<file path="config.mk">
export PLATFORM = sky130hd
export DESIGN_NAME = clk_div_ctrl
export DESIGN_NICKNAME = d
export VERILOG_FILES = /design/src/rtl/clk_div_ctrl.sv
export SDC_FILE = /design/constraint.sdc
export NUM_CORES = 1
export LEC_CHECK = 0
export CORE_ASPECT_RATIO = 1.2
export CORE_MARGIN = 8
export CORE_UTILIZATION = 35
export CTS_CLUSTER_DIAMETER = 100
export DETAILED_ROUTE_END_ITERATION = 16
export GPL_ROUTABILITY_DRIVEN = 0
export PLACE_DENSITY = 0.51
export SYNTH_ARGS = -nofsm -noshare
export SYNTH_HDL_FRONTEND = slang
export SYNTH_SLANG_ARGS = --single-unit
</file>
<file path="constraint.sdc">
create_clock -name clk_50mhz -period 7.6 [get_ports clk_50mhz]
set_input_delay 1.14 -clock clk_50mhz [delete_from_list [all_inputs] [get_ports clk_50mhz]]
set_output_delay 1.14 -clock clk_50mhz [all_outputs]
set_load 0.02 [all_outputs]
</file>
<file path="src/rtl/clk_div_ctrl.sv">
// -----------------------------------------------------------------------------
// clk_div_ctrl
//
// Run/stop and configuration controller around a programmable half-period
// clock divider. The divider counts cnt down from the active reload H; each
// time cnt reaches zero, clk_out toggles and cnt reloads, so every half-period
// lasts H+1 cycles. New divide values offered while running are held in a
// shadow register and only applied at a reload, so no phase is ever cut short.
// A non-zero burst value emits exactly that many full periods and then parks
// clk_out low.
//
// Optional feature (macro CLK_DIV_CTRL_OVERRUN_EN): adds the sticky cfg_overrun
// output, set by an offer made while cfg_ready is low.
//
// Ports:
//   clk_50mhz   in   system clock
//   reset       in   asynchronous active-high reset
//   start       in   one-cycle request to begin output (honoured in IDLE only)
//   stop        in   one-cycle request to end output
//   cfg_valid   in   configuration offer
//   cfg_ready   out  configuration acceptance (transfer = cfg_valid & cfg_ready)
//   cfg_half    in   reload value H, half-period = H+1 cycles
//   cfg_burst   in   number of full periods to emit, 0 = continuous
//   clk_out     out  divided clock, registered
//   tick        out  one-cycle pulse in the cycle clk_out rises
//   busy        out  high while in RUN or STOPPING
//   done        out  one-cycle pulse when the output parks low
//   cfg_overrun out  sticky rejected-offer flag (only with the macro)
//   dbg_state   out  current FSM state, for observation
//
// Handshake: a configuration word moves on every rising clock edge where
// cfg_valid and cfg_ready are both high; cfg_ready does not depend on
// cfg_valid, and an offer seen while cfg_ready is low is simply not taken.
// -----------------------------------------------------------------------------
module clk_div_ctrl #(
    parameter int CNT_W        = 25,
    parameter int DEFAULT_HALF = 24999999,
    parameter int BURST_W      = 8
) (
    input  logic               clk_50mhz,
    input  logic               reset,
    input  logic               start,
    input  logic               stop,
    input  logic               cfg_valid,
    output logic               cfg_ready,
    input  logic [CNT_W-1:0]   cfg_half,
    input  logic [BURST_W-1:0] cfg_burst,
    output logic               clk_out,
    output logic               tick,
    output logic               busy,
    output logic               done,
`ifdef CLK_DIV_CTRL_OVERRUN_EN
    output logic               cfg_overrun,
`endif
    output logic [1:0]         dbg_state
);

    typedef enum logic [1:0] {
        ST_IDLE     = 2'd0,
        ST_RUN      = 2'd1,
        ST_STOPPING = 2'd2
    } state_t;

    localparam logic [CNT_W-1:0] DEF_HALF = CNT_W'(DEFAULT_HALF);

    state_t             state_q;
    logic [CNT_W-1:0]   cnt_q;
    logic [CNT_W-1:0]   half_act_q;
    logic [BURST_W-1:0] burst_act_q;
    logic [CNT_W-1:0]   shadow_half_q;
    logic [BURST_W-1:0] shadow_burst_q;
    logic               pending_q;
    logic [BURST_W-1:0] per_cnt_q;
    logic               clk_out_q;
    logic               tick_q;
    logic               busy_q;
    logic               done_q;

    logic               xfer;
    logic               active;
    logic               cnt_zero;
    logic               rising;
    logic               falling;
    logic               burst_hit;
    logic               go_idle;
    logic               rise_tick;
    logic               start_acc;
    logic [CNT_W-1:0]   reload_half_d;

    // pending only ever gets set outside IDLE, so this is also 1 in IDLE
    assign cfg_ready = !pending_q;
    assign xfer      = cfg_valid && cfg_ready;
    assign active    = (state_q != ST_IDLE);
    assign cnt_zero  = (cnt_q == '0);
    assign rising    = active && cnt_zero && !clk_out_q;
    assign falling   = active && cnt_zero && clk_out_q;
    assign burst_hit = (burst_act_q != '0) && (per_cnt_q == burst_act_q);
    assign start_acc = (state_q == ST_IDLE) && start && !stop;

    // A pending shadow takes effect at the very reload that consumes it.
    assign reload_half_d = pending_q ? shadow_half_q : half_act_q;

    // Leaving the active states: either a stop that lands on a low phase that
    // has just expired (toggle suppressed), or any falling toggle that ends a
    // stop request or a completed burst. Stopping on a high phase always waits
    // for the falling toggle, so the last high phase keeps its full length.
    assign go_idle = (rising && stop && (state_q == ST_RUN)) ||
                     (falling && (stop || (state_q == ST_STOPPING) || burst_hit));

    // Ticks only come from RUN; rising toggles inside STOPPING are silent.
    assign rise_tick = rising && (state_q == ST_RUN) && !stop;

    always_ff @(posedge clk_50mhz or posedge reset) begin
        if (reset) begin
            state_q        <= ST_IDLE;
            cnt_q          <= DEF_HALF;
            half_act_q     <= DEF_HALF;
            burst_act_q    <= '0;
            shadow_half_q  <= '0;
            shadow_burst_q <= '0;
            pending_q      <= 1'b0;
            per_cnt_q      <= '0;
            clk_out_q      <= 1'b0;
            tick_q         <= 1'b0;
            busy_q         <= 1'b0;
            done_q         <= 1'b0;
        end else begin
            tick_q <= 1'b0;
            done_q <= 1'b0;
            case (state_q)
                ST_IDLE: begin
                    clk_out_q <= 1'b0;
                    cnt_q     <= half_act_q;
                    if (xfer) begin
                        half_act_q  <= cfg_half;
                        burst_act_q <= cfg_burst;
                        cnt_q       <= cfg_half;
                    end
                    if (start_acc) begin
                        state_q   <= ST_RUN;
                        per_cnt_q <= '0;
                        busy_q    <= 1'b1;
                    end
                end

                ST_RUN, ST_STOPPING: begin
                    if (cnt_zero) begin
                        cnt_q     <= reload_half_d;
                        clk_out_q <= go_idle ? 1'b0 : !clk_out_q;
                    end else begin
                        cnt_q <= cnt_q - CNT_W'(1);
                    end

                    if (rise_tick) begin
                        tick_q    <= 1'b1;
                        per_cnt_q <= per_cnt_q + BURST_W'(1);
                    end

                    if (cnt_zero && pending_q) begin
                        half_act_q  <= shadow_half_q;
                        burst_act_q <= shadow_burst_q;
                        pending_q   <= 1'b0;
                        // A rising toggle at the apply point is the first
                        // period of the new burst, so it counts as one.
                        per_cnt_q   <= rise_tick ? BURST_W'(1) : '0;
                    end

                    if (go_idle) begin
                        state_q <= ST_IDLE;
                        done_q  <= 1'b1;
                        busy_q  <= 1'b0;
                        // No later reload exists, so an offer taken on the
                        // way out goes straight to the active registers.
                        if (xfer) begin
                            half_act_q  <= cfg_half;
                            burst_act_q <= cfg_burst;
                            cnt_q       <= cfg_half;
                        end
                    end else begin
                        if (stop && (state_q == ST_RUN)) begin
                            state_q <= ST_STOPPING;
                        end
                        if (xfer) begin
                            shadow_half_q  <= cfg_half;
                            shadow_burst_q <= cfg_burst;
                            pending_q      <= 1'b1;
                        end
                    end
                end

                default: begin
                    state_q   <= ST_IDLE;
                    clk_out_q <= 1'b0;
                    busy_q    <= 1'b0;
                    pending_q <= 1'b0;
                end
            endcase
        end
    end

`ifdef CLK_DIV_CTRL_OVERRUN_EN
    logic overrun_q;

    always_ff @(posedge clk_50mhz or posedge reset) begin
        if (reset) begin
            overrun_q <= 1'b0;
        end else if (cfg_valid && !cfg_ready) begin
            overrun_q <= 1'b1;
        end else if (start_acc) begin
            overrun_q <= 1'b0;
        end
    end

    assign cfg_overrun = overrun_q;
`endif

    assign clk_out   = clk_out_q;
    assign tick      = tick_q;
    assign busy      = busy_q;
    assign done      = done_q;
    assign dbg_state = state_q;

endmodule

</file>
==> results of run 1 <==
==> kinds of logic (layout without fill, tap and decap cells) <==
logic type | count (synthesis) | after routing | synth area share
AO/OA/AOI/OAI | 207 | 207 | 0.215
XOR/XNOR | 24 | 24 | 0.0313
adder cells (fa/ha/maj) | 6 | 6 | 0.0112
buffers and inverters | 75 | 101 | 0.0522
flip-flops | 106 | 106 | 0.401
multiplexers | 68 | 68 | 0.109
AND/OR/NAND/NOR | 230 | 230 | 0.181
==> area by class of cell <==
cell class | instances | area, sq um | share of cell area
multi-input cells | 535 | 3680 | 0.483
flip-flops and latches | 106 | 2700 | 0.354
repair buffers | 57 | 538 | 0.0706
well taps | 256 | 320 | 0.0420
clock buffers | 10 | 229 | 0.0300
inverters | 28 | 108 | 0.0141
clock inverters | 6 | 50.0 | 0.00657
==> flip-flops by register name (all words and copies together), names as in the netlist <==
register        count
half_act_q         25
cnt_q              25
burst_act_q         8
per_cnt_q           8
shadow_burst_q      8
dbg_state           2
done                1
shadow_half_q      25
tick                1
pending_q           1
busy                1
clk_out             1
==> worst max-delay path by stage <==
stage	startpoint	end	cells after the start
floorplan	reset	burst_act_q[0]$_DFFE_PP0P_	1
detailed placement	stop	shadow_half_q[2]$_DFFE_PP0P_	7
global route	dbg_state[0]$_DFFE_PP0P_	half_act_q[13]$_DFFE_PP1P_	8
CTS	dbg_state[1]$_DFFE_PP0P_	half_act_q[13]$_DFFE_PP1P_	8
finish	dbg_state[1]$_DFFE_PP0P_	half_act_q[13]$_DFFE_PP1P_	8
global placement	stop	shadow_half_q[8]$_DFFE_PP0P_	7
==> report_power, final <==
group | internal [uW] | switching, uW
Clock | 227 | 230
Sequential | 899 | 244
Combinational | 734 | 1030
Total | 1860 | 1510
==> worst max-delay path: cells and delay by family (launching register included) <==
| kind | cells | cell delay (ns) |
|---|---|---|
| adders and majority gates | 1 | 0.28 |
| DFF | 1 | 0.45 |
| buffers and inverters | 3 | 1.03 |
| and+or+nand+nor | 2 | 1.36 |
| AOI/OAI and AO/OA | 2 | 0.51 |
==> cells in the final DEF, fill, tap and decap left out, types with 4 or more instances in the layout <==
master,instances
a211o_1,5
a211oi_1,23
a21oi_1,51
a221oi_1,8
a22oi_1,6
a2bb2oi_1,4
a31o_2,10
a31oi_1,12
and2_1,4
and3_1,6
buf_4,13
clkbuf_16,9
clkdlybuf4s50_1,44
dfrtp_1,72
dfstp_2,34
ha_1,6
inv_1,27
mux2_1,9
mux2_2,30
mux2i_1,29
nand2_1,53
nand2b_1,4
nand3_1,9
nand4_1,5
nor2_1,59
nor2b_1,13
nor3_1,28
nor4_1,11
o21ai_0,28
o22a_1,4
o2bb2ai_1,8
o31ai_1,5
o32ai_1,14
or3_1,10
or4_4,4
xnor2_1,12
xor2_1,12
==> through the flow <==
stage / setup WS, ns / power [uW] / cell area [sq um] / cells / utilization
after CTS: 3.82 / 3380 / 7620 / 998 / 0.404
after global routing: 3.55 / 3610 / 7620 / 998 / 0.404
final: 3.84 / 3370 / 7620 / 998 / 0.404
after floorplan: 3.73 / 2400 / 6720 / 716 / -
after detailed placement: 3.54 / 2910 / 7340 / 982 / 0.389
after global placement: 3.64 / 2850 / 7340 / 982 / 0.389
==> per-layer routing <==
| layer | vias to the layer above | global-route usage |
|---|---|---|
| met5 | - | 0 |
| met4 | 0 | 0.0690 |
| met3 | 33 | 0.0324 |
| met2 | 161 | 0.311 |
| met1 | 2963 | 0.215 |
| li1 | 2713 | - |
==> results by stage, run 1 <==
Timing:
- The total count of max-transition violations in the final report is 0.
- Setup total negative slack on the finished layout was measured at 0 ns.
- The number of failing setup endpoints in the final timing report is 0.
- The count of final hold-check violations came to 0.
- Of the available clock period, the critical path in the final layout requires 0.495.
- For the pin with the worst max-slew slack, the measured transition is between 1 and 1.5 ns.
- Hold timing on the final database bottoms out at a slack of 0.491 ns.
- The worst-case clock skew is ~0.0099 ns.
- The achievable clock frequency is about 270 MHz.
- For the finished layout, the period the worst path requires is around 3.8 ns.
- The worst pin sits at a relative slew slack of 0.184.
- Setup repair after global routing left no endpoint under its margin.

Yosys:
- The top cell type's share of synthesized area is 0.268.
- For this run, the number of Yosys warnings is 0.
- Summed over all instances, the cell type with the most area after synthesis is dfrtp_1.
- Yosys instantiated no cell more often than dfrtp_1.
- The number of synthesized register bits is 106.
- By area the synthesized netlist is led by dfrtp_1, dfstp_2, mux2_2, mux2i_1, a21oi_1.
- The mean cell area of the mapped netlist is 9.38 sq um.
- Synthesis produced a netlist with a net count of 760.
- The post-synthesis async set-or-reset flop share is 1.00.
- The netlist area before placement is ~0.0067 sq mm.
- The number of enable-type register cells in the synthesized netlist is 0.
- The share of the yosys chip area belonging to registers is 0.401.
- Sorting the synthesized cells by how often they occur yields dfrtp_1, nor2_1, nand2_1, a21oi_1, dfstp_2.
- For this run, the leading register cell type out of synthesis is dfrtp_1.
- The instance count of the mapped netlist is 716.
- Counting distinct cell types in the post-synthesis netlist gives slightly below 80.

Setup path:
- The worst-case register-to-register setup slack is ~3.8 ns.
- The slowest cell on the critical path is nor2_1.
- The most numerous cell type found on the critical path is inv_1.
- The signal on the critical path passes through inv_1, ha_1, buf_4, inv_1, nand2_1, nor2_1, a211oi_1, o32ai_1.
- The maximum cell stage delay along the critical path is roughly 0.75 ns.
- The capture instance of the worst register-to-register path is half_act_q[13]$_DFFE_PP1P_.
- At the worst endpoint, the required time is around 8 ns.
- The cell depth of the worst flop-to-flop path is 8.
- STA classifies the critical path startpoint as a register.
- The path type of the worst setup path is reg -> reg.
- Of all nets on the critical path, the largest fanout is 41.
- The worst register-to-register path begins at dbg_state[1]$_DFFE_PP0P_.
- STA classifies the critical path endpoint as a register.
- The arrival time of data at the critical path endpoint is 4.03 ns.

CTS:
- At the later pin of the worst-skew pair, clock insertion delay measures 0.36 ns.
- The root cell of the clock tree is clkbuf_16.
- Buffers inserted during clock tree synthesis total 9.
- CTS saw 106 sinks.
- Buffers added to address setup during post-CTS repair amount to 0.
- The clock transition at the registers of the reported paths is 0.08 ns.
- The number of hold buffers added after CTS was 0.
- The count of cells resized by post-cts repair is 0.
- TritonCTS built the clock tree.
- The number of H-tree levels is 3.
- The worst-case clock buffer depth is 2.

Floorplanning:
- For this configuration, the core starts out at a cell density of 0.356.
- The placeable core region is roughly 0.019 sq mm.
- Measured along the x axis, the die boundary spans about 140 um.
- The die is between 150 and 200 um tall.
- The die covers about 0.024 sq mm.
- For this design the top-level I/O count stands at 45.
- Row generation in the floorplan step produced 55 rows.

Finish:
- From synthesis to final layout, the design area changed by 13.5%.
- In the final design database the tool counted between 700 and 800 nets.
- Counting the fill cells in the layout gives approximately 1900.
- The final antenna diode count is 0.
- Of the cells placed in the final design, the portion with a size suffix greater than 1 is 0.170.

Worst hold path:
- The origin of the worst min-delay path is shadow_burst_q[3]$_DFFE_PP0P_.
- The class of the tightest hold or removal check is reg -> reg.
- The worst hold path depth is 1.
- The endpoint of the worst hold path is shadow_burst_q[3]$_DFFE_PP0P_.

GRT:
- The first global-routing pass estimated around 34 mm of wire.
- The overall fraction of global-route tracks in use is 0.180.
- The residual overflow from global routing is 0.
- The via count of the first global-routing pass is 5981.
- The maximum number of pins on one net before global-route repair is 73.
- The number of antenna violations at the first check in global routing is 0.

Route:
- The highest routed metal layer is met4.
- Summed over all layers, the routed wires come to between 20 and 25 mm.
- After detailed routing, the number of remaining DRC violations is 0.
- The total length of routed met2 wires is 10.5 mm.
- The detailed router put a total of roughly 8.9 mm of wire on met1.
- The detailed router's first-iteration violation count is about 440.
- The number of iterations in the first detailed-routing pass is 5.
- In the detailed route, the total length drawn on met3 is just over 1 mm.
- The post-route antenna net violation count is 0.
- Detailed routing inserted a total of 5870 vias.
- After detailed routing, the average wire length per cell comes to between 20 and 25 um.
- After detailed routing, the number of vias per cell comes to around 6.

Pwr:
- The power density over the cells is about 440 mW/mm^2.
- The worst-case IR drop observed on VDD is about 0.17 mV.
- The static power due to leakage is a little under 0.003 uW.

Place:
- After legalization and detailed placement, the total HPWL measured 14.0 mm.
- The quantity of I/O buffers inserted on ports is 44.

Flow run:
- The tool flagged a number of max-cap violations equal to 0.

Outcome:
- The flow ran to the end, and the final reports show no timing, DRC or antenna violations.
Note: power is estimated with default switching activity, not from simulation.
==> inputs of run 2 (changes only) <==
==> constraint.sdc (replaced) <==
create_clock -name clk_50mhz -period 3.5 [get_ports clk_50mhz]
set_input_delay 0.525 -clock clk_50mhz [delete_from_list [all_inputs] [get_ports clk_50mhz]]
set_output_delay 0.525 -clock clk_50mhz [all_outputs]
set_load 0.02 [all_outputs]
==> run 2 against run 1 <==
Against the previous run:
- non-clock buffer count up 16
- fmax is 23% higher
- clock-buffer cell count unchanged
- first-iteration DRC count shrank 18%
- highest routed layer unchanged
- utilization rose by 1.1 points
- clock skew fell by 0.00087 ns
- via count is 0.20% higher
- global-route usage increased by 0.12 points
==> results by stage, run 2 (synthesis gave the netlist of run 1 again) <==
CTS:
- The number of H-tree levels is 3 (unchanged).
- The CTS sink count is 106 (unchanged).
- The clock network latency to the later pin of the worst-skew pair came to 0.36 ns (about the same).
- The clock transition at the registers of the reported paths was 0.08 ns (about the same).
- The count of cells resized by post-cts repair was 0 (unchanged).
- The clock tree from TritonCTS is done (unchanged).
- The number of post-CTS setup repair buffers is 0 (unchanged).
- The worst-case clock buffer depth is 2 (unchanged).
- The number of buffers added by the clock tree synthesis step came to 9 (unchanged).
- The hold-fix buffer count after cts is 0 (unchanged).
- The root cell of the clock tree is clkbuf_16 (unchanged).

Floorplanning:
- The area of the die came to 0.0239 sq mm (unchanged).
- The initial core utilization is 0.356 (unchanged).
- The total I/O pin count was 45 (unchanged).
- The vertical extent of the die was 168 um (unchanged).
- The die span in x was 142 um (unchanged).
- The number of rows in the core area is 55 (unchanged).
- The placeable core region is 0.0189 sq mm (unchanged).

Flow run:
- The number of violations of the max-capacitance limit is 0 (unchanged).

Timing:
- The number of failing setup endpoints in the final timing report is 0 (unchanged).
- The worst-case clock skew is 0.00901 ns (was 0.00988 ns).
- The relative slew slack is 0.238 (was 0.184).
- The time the worst path needs with I/O delays and setup came to 3.05 ns (was 3.76 ns).
- The sum of negative setup slack is 0 ns (unchanged).
- The actual slew at the worst max-slew pin was 1.14 ns (was 1.22 ns).
- RSZ-0062 raised after global routing: false (unchanged).
- The achievable clock frequency is 328 MHz (was 266 MHz).
- The count of final hold-check violations is 0 (unchanged).
- The total count of max-transition violations in the final report was 0 (unchanged).
- The period utilization came to 0.871 (was 0.495).

Finish:
- The fraction of layout cells with a size suffix above 1 is 0.187 (was 0.170).
- The number of nets at the end of the flow was 797 (was 781).
- The layout-stage area growth over the synthesis result is 16.5% (was 13.5%).
- The final antenna diode count is 0 (unchanged).
- The most common cell after layout, fill and taps aside is dfrtp_1 (unchanged).
- The total non-filler cell area in the finished layout is 0.00783 sq mm (was 0.00762 sq mm).
- The post-route core utilization is 0.415 (was 0.404).
- Leading registers by flop count: cnt_q x25, half_act_q x25, shadow_half_q x25 (unchanged).
- Highest-count cells in the layout ignoring fill and taps: dfrtp_1, nor2_1, nand2_1, a21oi_1, clkdlybuf4s50_1 (unchanged).
- The post-layout instance count excluding filler cells is 1014 (was 998).

GRT:
- The via count of the first global-routing pass was 6164 (was 5981).
- The first-pass GRT wire length is 33.8 mm (was 33.7 mm).
- The residual overflow from global routing is 0 (unchanged).
- The number of antenna violations at the first check in global routing is 0 (unchanged).
- The maximum number of pins on one net before global-route repair is 56 (was 73).
- The overall fraction of global-route tracks in use came to 0.181 (was 0.180).

Pwr:
- The worst ir drop on vdd was 0.331 mV (was 0.167 mV).
- The total chip power is 7600 uW (was 3370 uW).
- The power density over the cells is 971 mW/mm^2 (was 442 mW/mm^2).
- The static power due to leakage is 0.00303 uW (was 0.00291 uW).

Route:
- The number of iterations in the first detailed-routing pass was 5 (unchanged).
- The detailed router's first-iteration violation count is 358 (was 438).
- The average wire length per cell after detail routing is 20.6 um (was 21.2 um).
- The total length of routed wires is 20.9 mm (was 21.1 mm).
- The total DRC errors in the routed layout is 0 (unchanged).
- The post-route antenna net violation count is 0 (unchanged).
- The total via count after detailed routing is 5882 (was 5870).
- The ratio of routed vias to standard cells was 5.80 (was 5.88).

Outcome:
- Result of the run: completed (unchanged).

Worst hold path:
- The endpoint of the worst hold path is busy$_DFFE_PP0P_ (was shadow_burst_q[3]$_DFFE_PP0P_).
- The origin of the worst min-delay path is busy$_DFFE_PP0P_ (was shadow_burst_q[3]$_DFFE_PP0P_).
- The worst hold path depth is 1 (unchanged).
- The class of the tightest hold or removal check is reg -> reg (unchanged).

Place:
- The quantity of I/O buffers inserted on ports is 44 (unchanged).
- The placed standard-cell area came to 0.00749 sq mm (was 0.00734 sq mm).
- The final HPWL from detailed placement is 14.6 mm (was 14.0 mm).
- The cell total after placement came to 998 (was 982).

Setup path:
- The arrival time of data at the critical path endpoint is 3.23 ns (was 4.03 ns).
- The data required time of the worst path is 3.68 ns (was 7.86 ns).
- The cell depth of the worst flop-to-flop path is 9 (was 8).
- The capture instance of the worst register-to-register path is burst_act_q[1]$_DFFE_PP0P_ (was half_act_q[13]$_DFFE_PP1P_).
- The startpoint of the most critical register-to-register path is cnt_q[0]$_DFFE_PP1P_ (was dbg_state[1]$_DFFE_PP0P_).
- The largest fanout of any net on the critical path came to 8 (was 41).
- The path type of the worst setup path is reg -> reg (unchanged).
- The critical path launch point type is a register (unchanged).
- The launch point of the critical path is cnt_q[0]$_DFFE_PP1P_ (was dbg_state[1]$_DFFE_PP0P_).
- The worst-case register-to-register setup slack came to 0.45 ns (was 3.84 ns).
- The type of element capturing the critical path was a register (unchanged).
## run 2: changes by cell type in the layout (fill, tap and decap cells not counted), sizes merged
cell,before,now
bufinv,0,2
clkinv,3,0
inv,30,31
buf,13,29
## run 2: critical path: stages, from the launching register on
cell,delay [ns]
dfstp_2,0.55
inv_1,0.07
ha_1,0.24
nor3b_1,0.18
nand4_1,0.18
buf_4,0.20
nor4_1,0.11
and2_1,0.20
a211oi_1,0.94
a221oi_1,0.20
## run 2: per-stage QoR
step	setup WS [ns]	hold WS (ns)
CTS	0.410	0.493
global placement	0.412	0.469
floorplan	0.242	0.456
detailed placement	0.354	0.475
finish	0.452	0.490
global route	0.189	0.511
## run 2: power by group
group          switching [uW]  internal, uW  total [uW]
clock network             509           656        1160
registers                 555          1950        2510
logic                    2210          1720        3930
## run 2: worst max path at each step
stage / end / slack [ns] / depth (start not counted)
finish: burst_act_q[1]$_DFFE_PP0P_ / 0.45 / 9
detailed placement: burst_act_q[1]$_DFFE_PP0P_ / 0.35 / 7
floorplan: burst_act_q[0]$_DFFE_PP0P_ / 0.24 / 1
CTS: burst_act_q[1]$_DFFE_PP0P_ / 0.41 / 9
global placement: half_act_q[2]$_DFFE_PP1P_ / 0.41 / 7
global route: burst_act_q[4]$_DFFE_PP0P_ / 0.19 / 9
## run 2: cell type report
class,count,area (sq um)
multi-input cells,535,3670
repair buffers,73,696
clock inverters,6,93.8
well taps,256,320
fillers,1904,11000
inverters,28,108
clock buffers,10,239
flip-flops and latches,106,2700
## run 2: per-layer routing
layer | vias up | wire length (um) | GRT usage
met5 | - | 0 | 0
met4 | 0 | 764 | 0.0843
met3 | 41 | 937 | 0.0373
met2 | 152 | 10300 | 0.303
met1 | 2933 | 8880 | 0.217
li1 | 2756 | - | -
==> inputs of run 3 (changes only) <==
--- a/config.mk
+++ b/config.mk
@@ -6,12 +6,11 @@
 export NUM_CORES = 1
 export LEC_CHECK = 0
 export CORE_ASPECT_RATIO = 1.2
-export CORE_MARGIN = 8
-export CORE_UTILIZATION = 35
+export CORE_UTILIZATION = 25
 export CTS_CLUSTER_DIAMETER = 100
 export DETAILED_ROUTE_END_ITERATION = 16
 export GPL_ROUTABILITY_DRIVEN = 0
-export PLACE_DENSITY = 0.51
+export PLACE_DENSITY = 0.39
 export SYNTH_ARGS = -nofsm -noshare
 export SYNTH_HDL_FRONTEND = slang
 export SYNTH_SLANG_ARGS = --single-unit
==> run 3 against run 2 <==
Against the previous run:
- setup slack got worse by 0.050 ns
- die area increased by 15%
- clock skew increased by 0.0090 ns
- flip-flop and latch count unchanged
- combinational power increased by 3%
- critical path depth decreased by 1
- clock power decreased by 6%
- non-clock buffer count increased by 4
- utilization decreased by 11 points
- global-route usage decreased by 0.89 points
- highest routed layer unchanged
==> results by stage, run 3 (synthesis gave the netlist of run 1 again) <==
Finish:
- The layout-stage area growth over the synthesis result is 18.3% (was 16.5%).
- The number of nets at the end of the flow is 801 (was 797).
- The most common cell after layout, fill and taps aside is dfrtp_1 (unchanged).
- Highest-count cells in the layout ignoring fill and taps: dfrtp_1, nor2_1, nand2_1, a21oi_1, clkdlybuf4s50_1 (unchanged).
- The fraction of layout cells with a size suffix above 1 is 0.192 (was 0.187).
- The post-route core utilization is 0.301 (was 0.415).
- The post-layout instance count excluding filler cells is 1097 (was 1014).
- Leading registers by flop count: cnt_q x25, half_act_q x25, shadow_half_q x25 (unchanged).
- The final antenna diode count is 0 (unchanged).
- The number of inserted filler cells in the final layout is 2758 (was 1904).

CTS:
- The hold-fix buffer count after cts is 0 (unchanged).
- The number of buffers added by the clock tree synthesis step came to 9 (unchanged).
- The root cell of the clock tree is clkbuf_16 (unchanged).
- The clock tree from TritonCTS was done (unchanged).
- The count of cells resized by post-cts repair is 0 (unchanged).
- The worst-case clock buffer depth is 2 (unchanged).
- The number of H-tree levels was 3 (unchanged).
- The clock network latency to the later pin of the worst-skew pair is 0.37 ns (was 0.36 ns).
- The number of post-CTS setup repair buffers is 0 (unchanged).
- The CTS sink count was 106 (unchanged).
- The clock transition at the registers of the reported paths was 0.08 ns (about the same).

Setup path:
- The cell depth of the worst flop-to-flop path is 8 (was 9).
- The path type of the worst setup path is reg -> reg (unchanged).
- Cell-by-cell listing of the critical path: inv_1, ha_1, nor3b_1, nand4_1, nor4_1, and2_1, a211oi_1, a221oi_1 (was inv_1, ha_1, nor3b_1, nand4_1, buf_4, nor4_1, and2_1, a211oi_1, a221oi_1).
- The worst-case register-to-register setup slack is 0.40 ns (was 0.45 ns).
- The critical path launch point type is a register (unchanged).
- The type of element capturing the critical path is a register (unchanged).
- The slowest cell on the critical path is a211oi_1 (unchanged).
- The arrival time of data at the critical path endpoint is 3.26 ns (was 3.23 ns).
- The largest fanout of any net on the critical path is 8 (unchanged).
- The capture instance of the worst register-to-register path is burst_act_q[4]$_DFFE_PP0P_ (was burst_act_q[1]$_DFFE_PP0P_).
- The data required time of the worst path is 3.67 ns (was 3.68 ns).
- The maximum cell stage delay along the critical path is 0.95 ns (was 0.94 ns).
- The startpoint of the most critical register-to-register path is cnt_q[0]$_DFFE_PP1P_ (unchanged).

Worst hold path:
- The origin of the worst min-delay path is cnt_q[1]$_DFFE_PP1P_ (was busy$_DFFE_PP0P_).
- The class of the tightest hold or removal check is reg -> reg (unchanged).
- The worst hold path depth is 2 (was 1).
- The endpoint of the worst hold path is cnt_q[1]$_DFFE_PP1P_ (was busy$_DFFE_PP0P_).

Timing:
- The achievable clock frequency is 323 MHz (was 328 MHz).
- The count of final hold-check violations was 0 (unchanged).
- The time the worst path needs with I/O delays and setup is 3.10 ns (was 3.05 ns).
- The sum of negative setup slack is 0 ns (unchanged).
- The setup slack of the critical path after layout is 0.401 ns (was 0.452 ns).
- The worst-case clock skew is 0.0180 ns (was 0.00901 ns).
- The relative slew slack came to 0.227 (was 0.238).
- The total count of max-transition violations in the final report is 0 (unchanged).
- The period utilization is 0.885 (was 0.871).
- RSZ-0062 raised after global routing: false (unchanged).
- The actual slew at the worst max-slew pin is 1.15 ns (was 1.14 ns).
- The number of failing setup endpoints in the final timing report is 0 (unchanged).

GRT:
- The maximum number of pins on one net before global-route repair came to 50 (was 56).
- The residual overflow from global routing was 0 (unchanged).
- The overall fraction of global-route tracks in use is 0.172 (was 0.181).
- The number of antenna violations at the first check in global routing is 0 (unchanged).
- The via count of the first global-routing pass is 6181 (was 6164).
- The first-pass GRT wire length is 35.8 mm (was 33.8 mm).

Place:
- The cell total after placement is 1081 (was 998).
- The quantity of I/O buffers inserted on ports came to 44 (unchanged).
- The final HPWL from detailed placement is 15.7 mm (was 14.6 mm).
- The worst slack at placement is 0.248 ns (was 0.354 ns).

Route:
- The total via count after detailed routing came to 5869 (was 5882).
- The total length of routed wires is 22.7 mm (was 20.9 mm).
- The post-route antenna net violation count came to 0 (unchanged).
- The detailed router's first-iteration violation count is 380 (was 358).
- The average wire length per cell after detail routing is 20.7 um (was 20.6 um).
- The ratio of routed vias to standard cells is 5.35 (was 5.80).
- The total DRC errors in the routed layout is 0 (unchanged).
- The number of iterations in the first detailed-routing pass is 6 (was 5).

Floorplanning:
- The vertical extent of the die is 182 um (was 168 um).
- The placeable core region is 0.0264 sq mm (was 0.0189 sq mm).
- The die span in x is 152 um (was 142 um).
- The total I/O pin count came to 45 (unchanged).
- The number of rows in the core area is 65 (was 55).
- The area of the die is 0.0275 sq mm (was 0.0239 sq mm).
- The initial core utilization came to 0.255 (was 0.356).

Pwr:
- The power density over the cells is 961 mW/mm^2 (was 971 mW/mm^2).
- The static power due to leakage is 0.00304 uW (was 0.00303 uW).
- The worst ir drop on vdd is 0.244 mV (was 0.331 mV).

Flow run:
- The number of violations of the max-capacitance limit is 0 (unchanged).

Outcome:
- Result of the run: completed (unchanged).
run 3: how the worst max path moves through the flow:
| stage | slack (ns) | endpoint | cells past startpoint | startpoint |
|---|---|---|---|---|
| 2_1_floorplan | 0.24 | burst_act_q[0]$_DFFE_PP0P_ | 1 | reset |
| 3_3_place_gp | 0.34 | burst_act_q[0]$_DFFE_PP0P_ | 7 | stop |
| 3_5_place_dp | 0.25 | burst_act_q[6]$_DFFE_PP0P_ | 7 | stop |
| 4_1_cts | 0.36 | burst_act_q[6]$_DFFE_PP0P_ | 8 | cnt_q[0]$_DFFE_PP1P_ |
| 5_1_grt | 0.02 | burst_act_q[4]$_DFFE_PP0P_ | 8 | cnt_q[0]$_DFFE_PP1P_ |
| 6_report | 0.40 | burst_act_q[4]$_DFFE_PP0P_ | 8 | cnt_q[0]$_DFFE_PP1P_ |
run 3: area by class of cell:
cell class,instances,area (sq um),area share
clock buffer,9,225,0.0284
clock inverter,7,82.6,0.0104
inverter,28,108,0.0135
multi-input combinational,535,3670,0.463
sequential,106,2700,0.339
tap,335,419,0.0528
timing repair buffer,77,738,0.0929
run 3: stage by stage:
step | instance area, sq um | power, uW | hold slack [ns]
5_1_grt | 7940 | 8210 | 0.506
2_1_floorplan | 6720 | 5210 | 0.456
3_3_place_gp | 7630 | 6510 | 0.467
6_report | 7940 | 7630 | 0.491
3_5_place_dp | 7630 | 6590 | 0.476
4_1_cts | 7940 | 7710 | 0.493
run 3: metal layers:
| metal | GRT usage | vias to the layer above | wire length (um) |
|---|---|---|---|
| met5 | 0 | - | 0 |
| met4 | 0.0614 | 0 | 432 |
| met3 | 0.0198 | 28 | 606 |
| met2 | 0.287 | 112 | 11200 |
| met1 | 0.226 | 2975 | 10400 |
| li1 | - | 2754 | - |
run 3: report_power, final:
part,leakage [uW],total (uW),switching (uW),internal [uW]
logic,0.00167,4060,2300,1760
clock network,0.000145,1090,521,569
registers,0.00122,2480,532,1950
run 3: worst max-delay path: cells and delay by family (launching register included):
kind / cells / cell delay, ns
buffers and inverters: 1 / 0.06
AOI/OAI and AO/OA: 2 / 1.16
adders and majority gates: 1 / 0.25
and+or+nand+nor: 4 / 0.90
DFF: 1 / 0.54
